<file path="config.mk">
export PLATFORM = sky130hd
export DESIGN_NAME = hpdcache_data_downsize_partial_flat
export DESIGN_NICKNAME = d
export VERILOG_FILES = /design/src/rtl/hpdcache_data_downsize_partial_if.sv /design/src/rtl/hpdcache_data_downsize_partial.sv /design/src/flat_wrapper.sv
export SDC_FILE = /design/constraint.sdc
export NUM_CORES = 1
export LEC_CHECK = 0
export ABC_AREA = 1
export CAP_MARGIN = 15
export CORE_MARGIN = 4
export CORE_UTILIZATION = 24
export CTS_CLUSTER_DIAMETER = 200
export DETAILED_ROUTE_END_ITERATION = 6
export GPL_TIMING_DRIVEN = 0
export PLACE_DENSITY = 0.39
export SYNTH_ARGS = -nofsm -noshare
export SYNTH_HDL_FRONTEND = slang
export SYNTH_SLANG_ARGS = --single-unit
export TNS_END_PERCENT = 1
</file>
<file path="constraint.sdc">
create_clock -name clk_i -period 3.5 [get_ports clk_i]
set_input_delay 0.35 -clock clk_i [delete_from_list [all_inputs] [get_ports clk_i]]
set_output_delay 0.35 -clock clk_i [all_outputs]
set_load 0.05 [all_outputs]
</file>
<file path="src/rtl/hpdcache_data_downsize_partial_if.sv">
// Bus bundle for the partial-entry width downsizer: wide write side, narrow read side, occupancy and flush.
interface hpdcache_data_downsize_partial_if #(
  parameter int unsigned WR_WIDTH = 512,
  parameter int unsigned RD_WIDTH = 64,
  parameter int unsigned DEPTH    = 2
);
  localparam int unsigned RD_WORDS = WR_WIDTH / RD_WIDTH;
  localparam int unsigned WCNT_W   = (RD_WORDS > 1) ? $clog2(RD_WORDS) : 1;
  localparam int unsigned USED_W   = $clog2(DEPTH + 1);

  logic                flush_i;
  logic                w_i;
  logic                wok_o;
  logic [WR_WIDTH-1:0] wdata_i;
  logic [WCNT_W-1:0]   wfirst_i;
  logic [WCNT_W-1:0]   wcnt_i;
  logic                werr_i;
  logic                r_i;
  logic                rok_o;
  logic [RD_WIDTH-1:0] rdata_o;
  logic                rlast_o;
  logic                rerr_o;
  logic [USED_W-1:0]   used_o;

  modport slave (
    input  flush_i, w_i, wdata_i, wfirst_i, wcnt_i, werr_i, r_i,
    output wok_o, rok_o, rdata_o, rlast_o, rerr_o, used_o
  );

  modport master (
    output flush_i, w_i, wdata_i, wfirst_i, wcnt_i, werr_i, r_i,
    input  wok_o, rok_o, rdata_o, rlast_o, rerr_o, used_o
  );
endinterface

</file>
<file path="src/rtl/hpdcache_data_downsize_partial.sv">
// Buffers wide entries and replays only their valid word window [first..last] on a narrow read port.
// Optional per-entry error flag: HPDCACHE_DOWNSIZE_ERR_EN. Parameter checks disabled by HPDCACHE_ASSERT_OFF.
module hpdcache_data_downsize_partial #(
  parameter int unsigned WR_WIDTH = 512,
  parameter int unsigned RD_WIDTH = 64,
  parameter int unsigned DEPTH    = 2
) (
  input  logic clk_i,
  input  logic rst_ni,
  hpdcache_data_downsize_partial_if.slave bus
);
  localparam int unsigned RD_WORDS = WR_WIDTH / RD_WIDTH;
  localparam int unsigned WCNT_W   = (RD_WORDS > 1) ? $clog2(RD_WORDS) : 1;
  localparam int unsigned USED_W   = $clog2(DEPTH + 1);
  localparam int unsigned PTR_W    = (DEPTH > 1) ? $clog2(DEPTH) : 1;
  localparam int unsigned IDX_W    = WCNT_W + 1;
  localparam logic [IDX_W-1:0] LAST_IDX = IDX_W'(RD_WORDS - 1);

`ifndef HPDCACHE_ASSERT_OFF
  if (WR_WIDTH % RD_WIDTH != 0) begin : g_chk_ratio
    $error("WR_WIDTH must be a multiple of RD_WIDTH");
  end
  if (RD_WIDTH >= WR_WIDTH) begin : g_chk_width
    $error("RD_WIDTH must be smaller than WR_WIDTH");
  end
  if (DEPTH < 1) begin : g_chk_depth
    $error("DEPTH must be at least 1");
  end
`endif

  logic [WR_WIDTH-1:0] data_q  [DEPTH];
  logic [WCNT_W-1:0]   first_q [DEPTH];
  logic [WCNT_W-1:0]   last_q  [DEPTH];
  logic [PTR_W-1:0]    wptr_q, wptr_d;
  logic [PTR_W-1:0]    rptr_q, rptr_d;
  logic [USED_W-1:0]   used_q, used_d;
  logic [WCNT_W-1:0]   off_q,  off_d;

  logic [IDX_W-1:0]    wfirst_ext, wend_ext;
  logic [WCNT_W-1:0]   wfirst_c, wlast_c;
  logic [WCNT_W-1:0]   rd_word;
  logic                rd_last;
  logic                wok, rok, w_acc, r_acc;

  function automatic logic [PTR_W-1:0] ptr_inc(input logic [PTR_W-1:0] p);
    return (p == PTR_W'(DEPTH - 1)) ? '0 : p + PTR_W'(1);
  endfunction

  // Clamp the incoming word window to the physical entry.
  always_comb begin
    wfirst_ext = IDX_W'(bus.wfirst_i);
    if (wfirst_ext > LAST_IDX) wfirst_ext = LAST_IDX;
    wend_ext = wfirst_ext + IDX_W'(bus.wcnt_i);
    if (wend_ext > LAST_IDX) wend_ext = LAST_IDX;
    wfirst_c = wfirst_ext[WCNT_W-1:0];
    wlast_c  = wend_ext[WCNT_W-1:0];
  end

  assign wok     = (used_q < USED_W'(DEPTH)) & ~bus.flush_i;
  assign rok     = (used_q != '0) & ~bus.flush_i;
  assign w_acc   = bus.w_i & wok;
  assign r_acc   = bus.r_i & rok;
  assign rd_word = first_q[rptr_q] + off_q;
  assign rd_last = (rd_word == last_q[rptr_q]);

  assign bus.wok_o   = wok;
  assign bus.rok_o   = rok;
  assign bus.rdata_o = data_q[rptr_q][32'(rd_word) * RD_WIDTH +: RD_WIDTH];
  assign bus.rlast_o = rok & rd_last;
  assign bus.used_o  = used_q;

`ifdef HPDCACHE_DOWNSIZE_ERR_EN
  logic err_q [DEPTH];
  assign bus.rerr_o = rok & err_q[rptr_q];
`else
  logic unused_werr;
  assign unused_werr = bus.werr_i;
  assign bus.rerr_o  = 1'b0;
`endif

  // Pointer, occupancy and word-offset update; flush overrides everything.
  always_comb begin
    wptr_d = wptr_q;
    rptr_d = rptr_q;
    used_d = used_q;
    off_d  = off_q;
    if (bus.flush_i) begin
      wptr_d = '0;
      rptr_d = '0;
      used_d = '0;
      off_d  = '0;
    end else begin
      if (w_acc) wptr_d = ptr_inc(wptr_q);
      if (r_acc) begin
        if (rd_last) begin
          off_d  = '0;
          rptr_d = ptr_inc(rptr_q);
        end else begin
          off_d = off_q + WCNT_W'(1);
        end
      end
      case ({w_acc, r_acc & rd_last})
        2'b10:   used_d = used_q + USED_W'(1);
        2'b01:   used_d = used_q - USED_W'(1);
        default: used_d = used_q;
      endcase
    end
  end

  always_ff @(posedge clk_i or negedge rst_ni) begin
    if (!rst_ni) begin
      wptr_q <= '0;
      rptr_q <= '0;
      used_q <= '0;
      off_q  <= '0;
      for (int unsigned i = 0; i < DEPTH; i++) begin
        data_q[i]  <= '0;
        first_q[i] <= '0;
        last_q[i]  <= '0;
`ifdef HPDCACHE_DOWNSIZE_ERR_EN
        err_q[i]   <= 1'b0;
`endif
      end
    end else begin
      wptr_q <= wptr_d;
      rptr_q <= rptr_d;
      used_q <= used_d;
      off_q  <= off_d;
      if (w_acc) begin
        data_q[wptr_q]  <= bus.wdata_i;
        first_q[wptr_q] <= wfirst_c;
        last_q[wptr_q]  <= wlast_c;
`ifdef HPDCACHE_DOWNSIZE_ERR_EN
        err_q[wptr_q]   <= bus.werr_i;
`endif
      end
    end
  end
endmodule

</file>
<file path="src/flat_wrapper.sv">
// flat-port wrapper written by rule: the top's interface ports become plain ports
module hpdcache_data_downsize_partial_flat 
#(
  parameter int unsigned WR_WIDTH = 512,
  parameter int unsigned RD_WIDTH = 64,
  parameter int unsigned DEPTH    = 2
)
  (clk_i, rst_ni, bus_flush_i, bus_w_i, bus_wdata_i, bus_wfirst_i, bus_wcnt_i, bus_werr_i, bus_r_i, bus_wok_o, bus_rok_o, bus_rdata_o, bus_rlast_o, bus_rerr_o, bus_used_o);
  hpdcache_data_downsize_partial_if #(.WR_WIDTH(WR_WIDTH), .RD_WIDTH(RD_WIDTH), .DEPTH(DEPTH)) bus_i ();
  input  logic clk_i;
  input  logic rst_ni;
  input wire logic [$bits(bus_i.flush_i)-1:0] bus_flush_i;
  input wire logic [$bits(bus_i.w_i)-1:0] bus_w_i;
  input wire logic [$bits(bus_i.wdata_i)-1:0] bus_wdata_i;
  input wire logic [$bits(bus_i.wfirst_i)-1:0] bus_wfirst_i;
  input wire logic [$bits(bus_i.wcnt_i)-1:0] bus_wcnt_i;
  input wire logic [$bits(bus_i.werr_i)-1:0] bus_werr_i;
  input wire logic [$bits(bus_i.r_i)-1:0] bus_r_i;
  output wire logic [$bits(bus_i.wok_o)-1:0] bus_wok_o;
  output wire logic [$bits(bus_i.rok_o)-1:0] bus_rok_o;
  output wire logic [$bits(bus_i.rdata_o)-1:0] bus_rdata_o;
  output wire logic [$bits(bus_i.rlast_o)-1:0] bus_rlast_o;
  output wire logic [$bits(bus_i.rerr_o)-1:0] bus_rerr_o;
  output wire logic [$bits(bus_i.used_o)-1:0] bus_used_o;
  assign bus_i.flush_i = bus_flush_i;
  assign bus_i.w_i = bus_w_i;
  assign bus_i.wdata_i = bus_wdata_i;
  assign bus_i.wfirst_i = bus_wfirst_i;
  assign bus_i.wcnt_i = bus_wcnt_i;
  assign bus_i.werr_i = bus_werr_i;
  assign bus_i.r_i = bus_r_i;
  assign bus_wok_o = bus_i.wok_o;
  assign bus_rok_o = bus_i.rok_o;
  assign bus_rdata_o = bus_i.rdata_o;
  assign bus_rlast_o = bus_i.rlast_o;
  assign bus_rerr_o = bus_i.rerr_o;
  assign bus_used_o = bus_i.used_o;
  hpdcache_data_downsize_partial #(.WR_WIDTH(WR_WIDTH), .RD_WIDTH(RD_WIDTH), .DEPTH(DEPTH)) u_core (.clk_i(clk_i), .rst_ni(rst_ni), .bus(bus_i));
endmodule
</file>
### Word-level counts from Yosys, hierarchy flattened

Cells that the tools add are included.

* word-level logic and storage cells: 71
* output and inout bits: 70
* input port bits: 524
* register bits after elaboration: 1043

* reduce and logical (&&, ||, !) cells: 7
* shift-type cells: 1
* equality and inequality tests: 3
* magnitude comparators: 5
* multiplexer cells: 29
* add/subtract/negate cells: 7
* bitwise gates (word level): 9

Operators by type and width (number)
* 512-bit 2-to-1 mux: 4
* 1024-bit bitwise mux: 1
* 512-bit demux with 1-bit select: 1
* 512-bit by 10-bit variable part select with 64-bit output: 1
* 3-bit 2-to-1 mux: 11
* 6-bit bitwise mux: 2
* 2-bit nonzero test: 4
* 1-bit 2-to-1 mux: 7
* 1-bit bitwise AND: 6
* 3-bit by 3-bit adder with 4-bit output: 1
* 2-bit greater-or-equal comparator (second input constant): 2
* 4-bit by 3-bit greater-than comparator with 1-bit output (second input constant): 1
* 1-bit NOT with 2-bit output: 2
* 2-bit case mux with 2 select lines: 1
* 3-bit by 1-bit adder with 3-bit output (second input constant): 1
* 3-bit adder: 1
* 3-bit demux with 1-bit select: 1
* 3-bit == test: 1
* 3-bit nonzero test: 1
* 1-bit adder (second input constant): 2
* 2-bit by 1-bit adder with 2-bit output (second input constant): 1
* 2-bit by 1-bit == test with 1-bit output (second input constant): 1
* 2-bit == test (second input constant): 1
* 2-bit by 1-bit < comparator with 1-bit output (second input constant): 1
* other kinds (6): 6

### Longest topological paths before layout

* depth in word-level cells: 10
* mapped depth: 20
* depth with buffers taken out: 17

### Worst setup path before layout

Ideal clock, no wire load.

* path kind: register to output
* from: reg u_core.rptr_q
* to: out bus_rlast_o
* slack: -391 ps
* cell stages (with the launch flop): 14
* arrival time: 3541 ps
* required time: 3150 ps
* cells stage by stage: dfrtp_1 buf_6 buf_6 clkbuf_1 o21ai_0 ha_1 inv_1 fa_1 inv_1 nand3_1 nand2_1 nor2_2 nand2_2 nor4_1

* word-level cells in the longest chain between the ends: 7

RTL lines
* from (decl): line hpdcache_data_downsize_partial.sv:35 `logic [PTR_W-1:0] rptr_q, rptr_d;`
* from (signal assigned): line hpdcache_data_downsize_partial.sv:126 `rptr_q <= rptr_d;`
* 1-bit NOT with 2-bit output (not written as such) (*): line hpdcache_data_downsize_partial.sv:63, hpdcache_data_downsize_partial.sv:64
* 3-bit 2-to-1 mux (not written as such) (3 in a row): line hpdcache_data_downsize_partial.sv:63 `assign rd_word = first_q[rptr_q] + off_q;`
* 3-bit adder: line hpdcache_data_downsize_partial.sv:63
* 3-bit == test (*): line hpdcache_data_downsize_partial.sv:64 `assign rd_last = (rd_word == last_q[rptr_q]);`
* 1-bit bitwise AND (*): line hpdcache_data_downsize_partial.sv:69 `assign bus.rlast_o = rok & rd_last;`
* to (decl): line flat_wrapper.sv:22 `output wire logic [$bits(bus_i.rlast_o)-1:0] bus_rlast_o;`

Every way passes the cells marked *; elsewhere a longest branch is shown, timed or not. The select of a mux whose other input is x is not followed.

### Worst setup path in the final report

* from: reg u_core.rptr_q
* to: out bus_rdata_o[41]

* word-level cells in the longest chain between the ends: 6

RTL lines
* 1-bit NOT with 2-bit output (not written as such) (*): line hpdcache_data_downsize_partial.sv:63, hpdcache_data_downsize_partial.sv:68
* 3-bit 2-to-1 mux (not written as such) (3 in a row): line hpdcache_data_downsize_partial.sv:63
* 3-bit adder: line hpdcache_data_downsize_partial.sv:63
* 512-bit by 10-bit variable part select with 64-bit output (*): line hpdcache_data_downsize_partial.sv:68 `assign bus.rdata_o = data_q[rptr_q][32'(rd_word) * RD_WIDTH +: RD_WIDTH];`
* to (decl): line flat_wrapper.sv:21 `output wire logic [$bits(bus_i.rdata_o)-1:0] bus_rdata_o;`

Marks and branches as above.

==> out/results.tsv <==
metric	value	unit
Placeable Area	200000	µm²
Netlist cell types	28	
Cell Pwr Density	1070	nW/µm²
H-tree depth	4	
WP data arrival	3.79	ns
Mapped Area	48400	µm²
vias in the first global route	44150	
largest net degree at the start of global routing	150	
CP required	3.15	ns
register area share after synthesis	53.9	%
Clock Skew	0.0268	ns
worst setup path endpoint	bus_rdata_o[41]	
CTS Buf Count	136	
ANT nets after route	0	
worst-path cell chain	buf_12 -> buf_8 -> clkbuf_16 -> o21ai_4 -> ha_2 -> inv_2 -> fa_2 -> inv_4 -> clkbuf_16 -> clkbuf_16 -> buf_16 -> nand3_4 -> nand3_4 -> nand2_4 -> buf_8	
die area	209000	µm²
Setup-failing EPs final	65	
VDD IR-drop max	0.000696	V
Slew Limit Fails	0	
CP Depth	15	
cell row count	164	
via count	44640	
nets	6915	
post-synthesis average cell area	8.60	µm²
status	complete, but fails checks	
failing checks	negative setup slack	
final WL	260	mm
synth top area cells	dfrtp_1 54%, nand2_1 11%, o21ai_0 10%	
die height	457	µm
IO Port Bufs	591	
Worst Path Max Fanout	8	
flop-to-flop setup slack	0.28	ns
WL/cell	28.3	µm
minimum clock period	4.14	ns
initial drt markers	4058	
Max Clock Freq	0.241	GHz
biggest area consumer among synthesized cells	dfrtp_1	
synth warn	0	
post-route cell area	64600	µm²
DIE WIDTH	457	µm
gr usage total	24.2	%
Synth Instances	5625	
drt first pass iters	7	
dpl cell area	58000	µm²
Tcrit/Tclk final	118	%
kind of critical path	reg -> out	
Max stage delay on crit path	0.69	ns
Vias/cell	4.87	
Hold Path Class	in -> reg	
first-pass GRT wire length	357	mm
Critical Path Sink Type	primary output	
post-DP HPWL	186	mm
slew at the pin closest to its max-slew limit	1.16	ns
register bit count reported by yosys	1043	
worst r2r dst	u_core.data_q[901]	
RSZ-0062 raised after global routing	true	
RD Place Congestion	0.831	
I/O pins	594	
Hold Vio Cnt, Final	0	
Longest Clk Path Bufs	3	
total grt overflow	0	
reg-to-reg startpoint	u_core.bus.used_o[1]	
fillcell total	21144	
CP max stage cell	fa_2	
CTS tree	built	
layout cells sized above 1	16.0	%
CP Launch Type	register	
CTS clock-pin slew for the worst setup and hold paths	0.06	ns
Area Growth Syn to Fin	33.5	%
max_cap viols	0	
initial antenna violation count	53	
Final WS setup	-0.644	ns
clock latency at the later pin of the worst-skew pair	0.79	ns
root buf cell	clkbuf_16	
Pleak	29.0	nW
# clock sinks	1043	
cells on worst reg2reg path	8	
syn nets	6156	
Max transition margin	22.9	%
DRC Markers	0	
post-layout power	69.3	mW
Buf+Inv Stages, Crit Path	9	
starting density of the core	24.2	%
Critical Path Most Common Cell	clkbuf_16	
Crit path max-delay family	buffers and inverters	
top-area cell type share of the netlist area	53.9	%
crit path from	u_core.rptr_q	
Place WS	-2.32	ns
-- cell families after synthesis --
logic type	count (synthesis)	synth area share, %
flip-flops	1043	53.9
buffers and inverters	949	8.53
AO/OA/AOI/OAI	1552	16.1
adder cells (fa/ha/maj)	7	0.212
AND/OR/NAND/NOR	1812	15.2
XOR/XNOR	3	0.0543
multiplexers	258	6.00
other	1	0.00775
-- flip-flops by register name (all words and copies together), names as in the netlist --
| register | cells |
|---|---|
| u_core.rptr_q | 1 |
| u_core.bus.used_o | 2 |
| u_core.data_q | 1024 |
| u_core.off_q | 3 |
| u_core.first_q | 6 |
| u_core.wptr_q | 1 |
| u_core.last_q | 6 |
-- area by class of cell --
type                    count  area (µm²)  area share (%)
multi-input cells        3633       18900            29.2
repair buffers            621        6690            10.4
diodes                     20        50.0          0.0775
clock inverters            28         328           0.508
clock buffers             212        4240            6.56
flip-flops and latches   1043       26100            40.4
well taps                2656        3320            5.15
plain buffers             414        2980            4.61
inverters                 535        2020            3.13
-- metal layers --
metal,global-route usage [%],vias to the layer above,wire length (µm)
li1,-,19986,-
met1,32.3,22595,113000
met4,9.64,22,11000
met2,39.3,1637,121000
met3,3.80,400,14600
met5,0,-,145
-- worst min path at each step --
stage	end	depth (start not counted)	start
2_1_floorplan	u_core.bus.used_o[0]	0	rst_ni
3_3_place_gp	u_core.data_q[552]	2	u_core.data_q[552]
3_5_place_dp	u_core.data_q[850]	1	rst_ni
4_1_cts	u_core.data_q[557]	3	bus_wdata_i[45]
5_1_grt	u_core.data_q[695]	3	bus_wdata_i[183]
6_report	u_core.data_q[695]	3	bus_wdata_i[183]
-- layout by cell type (no fill, tap or decap), types with 25 or more instances in the layout --
cell             count
a21oi_1            513
clkbuf_16          164
o21ai_0           1010
inv_1              529
nand2_1           1335
buf_6               41
clkbuf_1           132
nand3_2             82
dfrtp_1           1043
buf_8               47
clkbuf_8            50
buf_2              118
mux2_2             258
o21ai_1             25
buf_4              110
clkdlybuf4s50_1    525
nand2_2             56
nand3_1            309
-- timing repair --
item,4_1_cts,5_1_grt
setup endpoints to repair,68,65
endpoints found under the hold margin,116,0
gates resized for setup,857,78
gates cloned,4,0
hold buffers,1,0
pin swaps,30,13
setup buffers,9,4
-- cell usage after synthesis (all sizes together) --
cell type and count:
inv 535, o21ai 1037, fa 2, nand2 1401, o22ai 1, a21oi 513
ha 5, conb 1, nor4 1, dfrtp 1043, xor2 2, a21o 1
nand3 396, clkbuf 170, xnor2 1, mux2 258, nand4 1, nor2 13
buf 244
-- metrics by stage --
stage | hold slack [ns] | instances | utilization, % | TNS, ns
after floorplan | 0.0544 | 5625 | - | 0
after global placement | 0.447 | 8872 | 28.8 | -
after detailed placement | 0.349 | 8884 | 29.0 | -148.28
after CTS | 0.0658 | 9138 | 32.1 | -44.28
after global routing | 0.114 | 9153 | 32.3 | -44.08
final | 0.135 | 9162 | 32.3 | -36.54
-- worst register-to-register path: cells and delay by family, from the launching register on --
family                 cells  cell delay, ns
buffers and inverters      3            1.92
flip-flops                 1            0.57
AND/OR/NAND/NOR            5            0.67
-- power by group --
| part | switching [mW] | total, mW | internal (mW) |
|---|---|---|---|
| Sequential | 2.13 | 20.0 | 17.9 |
| Clock | 5.88 | 14.5 | 8.67 |
| Combinational | 22.7 | 34.7 | 12.0 |
| Total | 30.7 | 69.3 | 38.6 |
No activity file was read; power rests on OpenSTA's default activity.
